==> config.mk <==
export PLATFORM = sky130hd
export DESIGN_NAME = mem_port_arbiter
export DESIGN_NICKNAME = d
export VERILOG_FILES = /design/src/rtl/mem_arb_pkg.sv /design/src/rtl/mem_arb_owner_pipe.sv /design/src/rtl/mem_port_arbiter.sv
export SDC_FILE = /design/constraint.sdc
export NUM_CORES = 1
export LEC_CHECK = 0
export CAP_MARGIN = 20
export CORE_MARGIN = 8
export CORE_UTILIZATION = 22
export CTS_BUF_LIST = sky130_fd_sc_hd__clkbuf_16
export DETAILED_ROUTE_END_ITERATION = 7
export PLACE_DENSITY = 0.88
export SLEW_MARGIN = 20
export SYNTH_ARGS = -nofsm -noshare
export SYNTH_HDL_FRONTEND = slang
export SYNTH_HIERARCHICAL = 1
export SYNTH_SLANG_ARGS = --single-unit
==> constraint.sdc <==
create_clock -name clk -period 3.26 [get_ports clk]
set_input_delay 0.326 -clock clk [delete_from_list [all_inputs] [get_ports clk]]
set_output_delay 0.326 -clock clk [all_outputs]
set_load 0.02 [all_outputs]
==> src/rtl/mem_arb_pkg.sv <==
// ============================================================================
// Module   : mem_arb_pkg
// Brief    : Shared owner and mode encodings for the unified-memory arbiter.
// Revision : 1.0 - initial release
// ============================================================================
`default_nettype none

package mem_arb_pkg;

   localparam logic [1:0] OWN_I = 2'd0;
   localparam logic [1:0] OWN_D = 2'd1;
   localparam logic [1:0] OWN_L = 2'd2;

   typedef enum logic [1:0] {
      MODE_RUN   = 2'd0,
      MODE_DRAIN = 2'd1,
      MODE_LOAD  = 2'd2
   } mode_t;

   // True when a pipe entry is a live read belonging to the given owner.
   function automatic logic owns_read(input logic v, input logic [1:0] own,
                                      input logic [1:0] who);
      return v && (own == who);
   endfunction

endpackage

`default_nettype wire

==> src/rtl/mem_arb_owner_pipe.sv <==
// ============================================================================
// Module   : mem_arb_owner_pipe
// Brief    : RD_LAT-deep {valid, owner} shift register tracking in-flight reads.
// Revision : 1.0 - initial release
// ============================================================================
`default_nettype none

module mem_arb_owner_pipe
   import mem_arb_pkg::*;
#(
   parameter int RD_LAT = 1
) (
   input  logic       clk,
   input  logic       rst,
   input  logic       i_push_valid,
   input  logic [1:0] i_push_owner,
   output logic       o_tail_valid,
   output logic [1:0] o_tail_owner,
   output logic       o_empty
);

   logic [RD_LAT-1:0] r_valid;
   logic [1:0]        r_owner [RD_LAT];
   logic              w_pending;

   always_ff @(posedge clk) begin
      if (!rst) begin
         r_valid <= '0;
         for (int k = 0; k < RD_LAT; k++) begin
            r_owner[k] <= OWN_I;
         end
      end else begin
         r_valid[0] <= i_push_valid;
         r_owner[0] <= i_push_owner;
         for (int k = 1; k < RD_LAT; k++) begin
            r_valid[k] <= r_valid[k-1];
            r_owner[k] <= r_owner[k-1];
         end
      end
   end

   // The tail returns its data this cycle, so only the stages ahead of it
   // still count as in flight once the current edge has passed.
   always_comb begin
      w_pending = 1'b0;
      for (int k = 0; k < RD_LAT - 1; k++) begin
         w_pending = w_pending | r_valid[k];
      end
   end

   assign o_tail_valid = r_valid[RD_LAT-1];
   assign o_tail_owner = r_owner[RD_LAT-1];
   assign o_empty      = ~w_pending;

endmodule

`default_nettype wire

==> src/rtl/mem_port_arbiter.sv <==
// ============================================================================
// Module   : mem_port_arbiter
// Brief    : Fixed-priority, starvation-guarded arbiter sharing one block RAM
//            between fetch, data and (with MEM_ARB_LOADER_EN) a program loader.
// Revision : 1.0 - initial release
// ============================================================================
`default_nettype none

module mem_port_arbiter
   import mem_arb_pkg::*;
#(
   parameter int ADDR_W     = 14,
   parameter int DATA_W     = 32,
   parameter int RD_LAT     = 1,
   parameter int STARVE_MAX = 4
) (
   input  logic                clk,
   input  logic                rst,
   input  logic                i_req,
   input  logic [ADDR_W-1:0]   i_addr,
   output logic                i_gnt,
   output logic                i_rvalid,
   output logic [DATA_W-1:0]   i_rdata,
   input  logic                d_req,
   input  logic                d_we,
   input  logic [DATA_W/8-1:0] d_be,
   input  logic [ADDR_W-1:0]   d_addr,
   input  logic [DATA_W-1:0]   d_wdata,
   output logic                d_gnt,
   output logic                d_rvalid,
   output logic [DATA_W-1:0]   d_rdata,
`ifdef MEM_ARB_LOADER_EN
   input  logic                l_active,
   input  logic                l_req,
   input  logic [ADDR_W-1:0]   l_addr,
   input  logic [DATA_W-1:0]   l_wdata,
   output logic                l_gnt,
`endif
   output logic                cpu_hold,
   output logic                mem_en,
   output logic [DATA_W/8-1:0] mem_we,
   output logic [ADDR_W-1:0]   mem_addr,
   output logic [DATA_W-1:0]   mem_wdata,
   input  logic [DATA_W-1:0]   mem_rdata
);

   localparam int CNT_W = $clog2(STARVE_MAX + 1);
   localparam logic [CNT_W-1:0] c_starve_max = CNT_W'(STARVE_MAX);

   mode_t               w_mode;
   logic                w_mode_chg;
   logic [CNT_W-1:0]    r_starve;
   logic                w_i_gnt;
   logic                w_d_gnt;
   logic                w_l_gnt;
   logic                w_l_req;
   logic [DATA_W/8-1:0] w_mem_we;
   logic [ADDR_W-1:0]   w_mem_addr;
   logic [DATA_W-1:0]   w_mem_wdata;
   logic                w_push_valid;
   logic [1:0]          w_push_owner;
   logic                w_tail_valid;
   logic [1:0]          w_tail_owner;
   logic                w_pipe_empty;

`ifdef MEM_ARB_LOADER_EN
   mode_t r_mode;
   logic  r_cpu_hold;

   always_ff @(posedge clk) begin
      if (!rst) begin
         r_mode     <= MODE_RUN;
         r_cpu_hold <= 1'b0;
      end else begin
         case (r_mode)
            MODE_RUN: begin
               if (l_active) begin
                  r_mode     <= MODE_DRAIN;
                  r_cpu_hold <= 1'b1;
               end
            end
            MODE_DRAIN: begin
               if (!l_active) begin
                  r_mode     <= MODE_RUN;
                  r_cpu_hold <= 1'b0;
               end else if (w_pipe_empty) begin
                  r_mode     <= MODE_LOAD;
               end
            end
            MODE_LOAD: begin
               if (!l_active) begin
                  r_mode     <= MODE_RUN;
                  r_cpu_hold <= 1'b0;
               end
            end
            default: begin
               r_mode     <= MODE_RUN;
               r_cpu_hold <= 1'b0;
            end
         endcase
      end
   end

   // Mirrors the FSM transition conditions so the starvation counter can clear.
   always_comb begin
      w_mode_chg = 1'b0;
      case (r_mode)
         MODE_RUN:   w_mode_chg = l_active;
         MODE_DRAIN: w_mode_chg = !l_active || w_pipe_empty;
         MODE_LOAD:  w_mode_chg = !l_active;
         default:    w_mode_chg = 1'b1;
      endcase
   end

   assign w_mode   = r_mode;
   assign w_l_req  = l_req;
   assign cpu_hold = r_cpu_hold;
   assign l_gnt    = w_l_gnt;
`else
   assign w_mode     = MODE_RUN;
   assign w_mode_chg = 1'b0;
   assign w_l_req    = 1'b0;
   assign cpu_hold   = 1'b0;
`endif

   always_comb begin
      w_i_gnt = 1'b0;
      w_d_gnt = 1'b0;
      w_l_gnt = 1'b0;
      if (rst) begin
         if (w_mode == MODE_RUN) begin
            if (d_req && (r_starve < c_starve_max)) begin
               w_d_gnt = 1'b1;
            end else if (i_req) begin
               w_i_gnt = 1'b1;
            end else if (d_req) begin
               w_d_gnt = 1'b1;
            end
         end else if (w_mode == MODE_LOAD) begin
            w_l_gnt = w_l_req;
         end
      end
   end

   always_comb begin
      w_mem_we    = '0;
      w_mem_addr  = '0;
      w_mem_wdata = '0;
      if (w_d_gnt) begin
         w_mem_addr  = d_addr;
         w_mem_wdata = d_wdata;
         w_mem_we    = d_we ? d_be : '0;
      end else if (w_i_gnt) begin
         w_mem_addr  = i_addr;
      end
`ifdef MEM_ARB_LOADER_EN
      else if (w_l_gnt) begin
         w_mem_addr  = l_addr;
         w_mem_wdata = l_wdata;
         w_mem_we    = '1;
      end
`endif
   end

   always_ff @(posedge clk) begin
      if (!rst) begin
         r_starve <= '0;
      end else if (w_mode_chg || !i_req || w_i_gnt) begin
         r_starve <= '0;
      end else if (w_d_gnt && (r_starve != c_starve_max)) begin
         r_starve <= r_starve + CNT_W'(1);
      end
   end

   assign w_push_valid = w_i_gnt || (w_d_gnt && !d_we);
   assign w_push_owner = w_d_gnt ? OWN_D : OWN_I;

   mem_arb_owner_pipe #(
      .RD_LAT (RD_LAT)
   ) u_owner_pipe (
      .clk          (clk),
      .rst          (rst),
      .i_push_valid (w_push_valid),
      .i_push_owner (w_push_owner),
      .o_tail_valid (w_tail_valid),
      .o_tail_owner (w_tail_owner),
      .o_empty      (w_pipe_empty)
   );

   // Returns are gated by reset so a read caught by reset never surfaces.
   assign i_rvalid  = rst && owns_read(w_tail_valid, w_tail_owner, OWN_I);
   assign d_rvalid  = rst && owns_read(w_tail_valid, w_tail_owner, OWN_D);
   assign i_rdata   = i_rvalid ? mem_rdata : '0;
   assign d_rdata   = d_rvalid ? mem_rdata : '0;

   assign i_gnt     = w_i_gnt;
   assign d_gnt     = w_d_gnt;
   assign mem_en    = w_i_gnt || w_d_gnt || w_l_gnt;
   assign mem_we    = w_mem_we;
   assign mem_addr  = w_mem_addr;
   assign mem_wdata = w_mem_wdata;

endmodule

`default_nettype wire
==> run summary, run 1 <==
status - finished clean
Longest Clk Path Bufs - 2
met3 WL post-DR - 991 um
vias per inst - 4.243
Worst Path Arrival - 2.34 ns
RSZ-0062 raised after global routing - false
fin nets - 506
GPL Wtd Cong - 0.7908
total net switching power - 0.1576 mW
DR WL met2 - 3822 um
die width - 89.66 um
pins over their slew limit - 0
Pwr Density - 165.5 nW/um2
die area - 8039 um2
Critical Path Fanout Max - 27
Die H - 89.66 um
CTS H-Tree Depth - 1
Crit-path slowest cell - clkdlybuf4s50_1
final worst slack - 0.5982 ns
Syn Std Cell Area - 1194 um2
antenna-violating nets left - 0
Mapped Cells - 190
Core ar. - 5371 um2
Synthesis Warnings - 6
DR iter-0 viols - 35
Net Sw Frac - 0.2720
CTS Buf Count - 3
final setup vio count - 0
DRC Markers - 0
Combinational Power Share - 0.525
CTS Hold Bufs - 0
Post-CTS Setup Inserts - 0
clock root cell - clkbuf_16
routed length per instance - 15.04 um
gr ovfl total - 0
Total GRT Usage - 0.1619
clk sinks - 6
largest net degree at the start of global routing - 34
Final Total Pwr - 0.5794 mW
vias in the first global route - 2,035
Clk pin slew, worst setup/hold paths - 0.03 ns
Slew HR - 0.5944
Synth-to-Final Area Change - 193.3%
Crit Path Category - primary input to output pin
fraction of layout instances using a drive strength above 1 - 0.02494
Initial Utilization - 0.2222
IO Pins - 221
post-CTS sizing - 0
worst path cell trace - clkdlybuf4s50_1 -> nand2_1 -> and3_1 -> buf_12 -> and3_1 -> clkdlybuf4s50_1
Worst IR Drop VDD - 181.7 uV
Internal Power - 0.4218 mW
Tmin final - 2.662 ns
Clock power frac - 0.341
antenna violations before repair - 0
first-pass GRT wire length - 10,120 um
Slew @ Worst Pin - 0.6083 ns
max cap viols - 0
max incr delay on CP - 0.62 ns
final hold vios - 0
FP Rows - 27
via count - 2,007
PortBufs - 219
leakage power total - 1.374 nW
Setup crit end kind - output pin
Data required, critical path - 2.93 ns
uppermost routed layer - met4
total routed wirelength - 7112 um
Synth Area per Inst - 6.282 um2
Initial DRT Pass Iterations - 4
HP Class - register to register
Critical Path Start Type - primary input
CTS tree - built
Setup TNS Final - 0 ns
Antenna diodes - 0
Worst-Skew Late Latency - 0.23 ns
achievable frequency - 375.7 MHz
pre-CTS WS - 0.5928 ns
dpl hpwl - 6338 um
power share of the sequential group - 0.134
Clock Skew - 0.0006807 ns
Final Cycle Share - 0.8165
M1 wire length - 2198 um
worst max-delay path, delay by kind of cell:
kind / cells / cell delay [ns]
buffers and inverters: 3 / 1.29
and+or+nand+nor: 3 / 0.71
placed cells by master (no fill, tap or decap):
master             n
clkdlybuf4s50_1  219
and2_1            99
nand2_1           31
o22ai_1           14
dfxtp_1            6
and3_1             5
inv_1              4
nor2_1             3
clkbuf_16          3
buf_4              3
nor3b_1            2
ha_1               2
conb_1             2
o21ai_2            1
nor3b_2            1
nor3_2             1
nand2b_1           1
a21oi_1            1
nand3_1            1
nor3_1             1
buf_12             1
registers in the layout, summed over array words and instances (netlist names):
signal	cells
r_starve	3
u_owner_pipe/r_owner	2
u_owner_pipe/o_tail_valid	1
per-stage QoR:
step,cells,hold slack [ns],cell area [um2],utilization
after global placement,470,0.4393,3426,0.6378
final,473,0.4563,3501,0.6518
after CTS,473,0.4615,3501,0.6518
after floorplan,191,0.4302,1197,-
after global routing,473,0.4729,3501,0.6518
after detailed placement,470,0.4570,3426,0.6378
worst paths after layout:
kind,from,depth (start not counted),end,slack (ns)
hold / removal,r_starve[0],1,r_starve[0],0.46
setup / recovery,i_req,6,mem_we[1],0.60
setup reg to reg,r_starve[2],3,u_owner_pipe/o_tail_valid,1.98
hold reg to reg,r_starve[0],1,r_starve[0],0.46
layer usage:
metal	GRT usage	vias up
met5	0	-
met4	0.05136	0
met3	0.07097	9
met2	0.3162	117
met1	0.1438	866
li1	-	1015
layout make-up:
cell class | count | area (um2)
Timing Repair Buffer | 223 | 2235
Fill cell | 468 | 1871
Multi-Input combinational cell | 165 | 965.9
Sequential cell | 6 | 120.1
Tap cell | 72 | 90.09
Clock buffer | 3 | 75.07
Inverter | 4 | 15.01
power groups by stage:
stage          sequential [mW]  clock [mW]  combinational [mW]
2_1_floorplan           0.0785           0               0.105
3_3_place_gp            0.0786           0               0.301
3_5_place_dp            0.0787           0               0.306
4_1_cts                 0.0777       0.201               0.307
5_1_grt                 0.0781       0.206               0.325
6_report                0.0777       0.198               0.304
No activity file was read; power rests on OpenSTA's default activity.
==> run 2, diff against run 1 <==
- CORE_UTILIZATION: 22 -> 21
- PLACE_DENSITY: 0.88 -> 0.84
- clock period: 3.26 -> 2.5 ns (I/O delays scaled with it)
==> run 2 against run 1 <==
- worst hold slack gained 0.012 ns
- cell count rose by 0.63%
- largest power group unchanged
- count of clock-buffer cells in the layout unchanged
- highest routed layer unchanged
- sequential power grew 30%
==> run summary, run 2 (synthesis results as in run 1) <==
Placed Instances - 472 (+0.43%)
Worst R2R Start - r_starve[2]
clock root cell - clkbuf_16
critical path's most frequent cell - clkdlybuf4s50_1
Total GRT Usage - 0.1757 (+0.01385)
WHS Endpoint - r_starve[0]
CTS tree - built
leakage power total - 1.390 nW (+1.2%)
worst path cell trace - clkdlybuf4s50_1 -> nand2_1 -> nor3b_2 -> buf_12 -> and2_1 -> clkdlybuf4s50_1
antenna-violating nets left - 0 (unchanged)
Worst IR Drop VDD - 180.7 uV (-0.55%)
Hold Path Stages - 1 (unchanged)
reg2reg setup slack - 1.36 ns (-0.62 ns)
Post-DP Area - 3463 um2 (+1.1%)
Non-Filler Instances - 476 (+0.63%)
fin nets - 508 (+0.40%)
HP Start - r_starve[0]
Critical Path Start Type - primary input
Setup crit end kind - output pin
vias in the first global route - 2,148 (+5.6%)
DR iter-0 viols - 23 (-34%)
final hold vios - 0 (unchanged)
achievable frequency - 425.4 MHz
final setup vio count - 0 (unchanged)
status - finished clean
Final Total Pwr - 0.7593 mW (+31%)
DRC Markers - 0 (unchanged)
RSZ-0062 raised after global routing - false
Internal Power - 0.5533 mW (+31%)
final worst slack - 0.1492 ns (-0.4490 ns)
Synth-to-Final Area Change - 196.6%
Initial Utilization - 0.2168 (-0.005453)
Worst Path Arrival - 2.10 ns (-0.24 ns)
via count - 1,977 (-1.5%)
cell area after layout - 3541 um2 (+1.1%)
die area - 8352 um2 (+3.9%)
final core occ - 0.6430 (-0.008723)
cell depth of the worst flop-to-flop path - 4 (+1)
Pwr Density - 214.4 nW/um2 (+30%)
Clock Skew - 0.001662 ns (+0.0009814 ns)
Fillers - 481 (+2.8%)
vias per inst - 4.153 (-2.1%)
Worst-Skew Late Latency - 0.23 ns (about the same)
total net switching power - 0.2059 mW (+31%)
Crit-path slowest cell - clkdlybuf4s50_1
PortBufs - 219 (unchanged)
Final Cycle Share - 0.9403
max incr delay on CP - 0.63 ns (about the same)
power share of the sequential group - 0.134 (about the same)
Crit Path Category - primary input to output pin
fraction of layout instances using a drive strength above 1 - 0.03226 (+0.007320)
Initial DRT Pass Iterations - 4 (unchanged)
post-CTS sizing - 0 (unchanged)
Combinational Power Share - 0.529 (+0.004)
Critical Path Fanout Max - 33 (+22%)
max cap viols - 0 (unchanged)
pre-CTS WS - 0.1371 ns (-0.4557 ns)
clk sinks - 6 (unchanged)
largest net degree at the start of global routing - 39 (+15%)
HP Class - register to register
Longest Clk Path Bufs - 2 (unchanged)
total routed wirelength - 7739 um (+8.8%)
antenna violations before repair - 1 (+1)
CTS Hold Bufs - 0 (unchanged)
CP top delay family - buffers and inverters
gr ovfl total - 0 (unchanged)
WHS - 0.4680 ns (+0.01174 ns)
most flop-heavy register - r_starve
routed length per instance - 16.26 um (+8.1%)
commonest non-fill, non-tap cell in the layout - clkdlybuf4s50_1
Net Sw Frac - 0.2712 (-0.0008111)
pins over their slew limit - 0 (unchanged)
CTS H-Tree Depth - 1 (unchanged)
Post-CTS Setup Inserts - 0 (unchanged)
Die H - 91.39 um (+1.9%)
Clock power frac - 0.338 (-0.003)
Setup TNS Final - 0 ns (unchanged)
dpl hpwl - 6914 um (+9.1%)
first-pass GRT wire length - 11,850 um (+17%)
CTS Buf Count - 3 (unchanged)
Worst Path Buf+Inv - 3 (unchanged)
Core ar. - 5507 um2 (+2.5%)
commonest non-fill, non-tap cells in the layout - clkdlybuf4s50_1 (218), and2_1 (99), nand2_1 (31), o22ai_1 (14), dfxtp_1 (6)
FP Rows - 27 (unchanged)
max FFs per register - 3 (unchanged)
Clk pin slew, worst setup/hold paths - 0.03 ns (about the same)
IO Pins - 221 (unchanged)
die width - 91.39 um (+1.9%)
Tmin final - 2.351 ns
GPL Wtd Cong - 0.8160 (+3.2%)
Crit Reg-Reg Endpoint - u_owner_pipe/r_owner[0][0]
Data required, critical path - 2.25 ns (-0.68 ns)
run 2: final cells by class:
type / count / area [um2] / share of cell area
antenna: 1 / 2.502 / 0.0007067
clock buffer: 3 / 75.07 / 0.02120
inverter: 4 / 15.01 / 0.004240
multi-input combinational: 165 / 965.9 / 0.2728
sequential: 6 / 120.1 / 0.03392
tap: 72 / 90.09 / 0.02544
timing repair buffer: 225 / 2272 / 0.6417
run 2: worst max path at each step:
| stage | from | to | slack [ns] | cells past startpoint |
|---|---|---|---|---|
| after floorplan | r_starve[2] | mem_wdata[13] | 1.12 | 5 |
| after global placement | rst | d_rdata[14] | 0.17 | 6 |
| after detailed placement | rst | d_rdata[17] | 0.14 | 6 |
| after CTS | rst | d_rdata[17] | 0.14 | 6 |
| after global routing | i_req | mem_addr[4] | 0.06 | 5 |
| final | rst | d_rdata[17] | 0.15 | 6 |
run 2: power by group through the flow:
stage	sequential, mW	combinational [mW]	clock, mW
final	0.101	0.401	0.256
after global routing	0.102	0.430	0.266
after CTS	0.101	0.405	0.260
after detailed placement	0.103	0.404	0
after global placement	0.103	0.399	0
after floorplan	0.102	0.137	0
run 2: routing by layer:
metal,up-vias,global-route usage,share of wire
met5,-,0,0
met4,0,0.03274,0.012
met3,6,0.07490,0.093
met2,111,0.3397,0.53
met1,843,0.1680,0.36
li1,1017,-,-
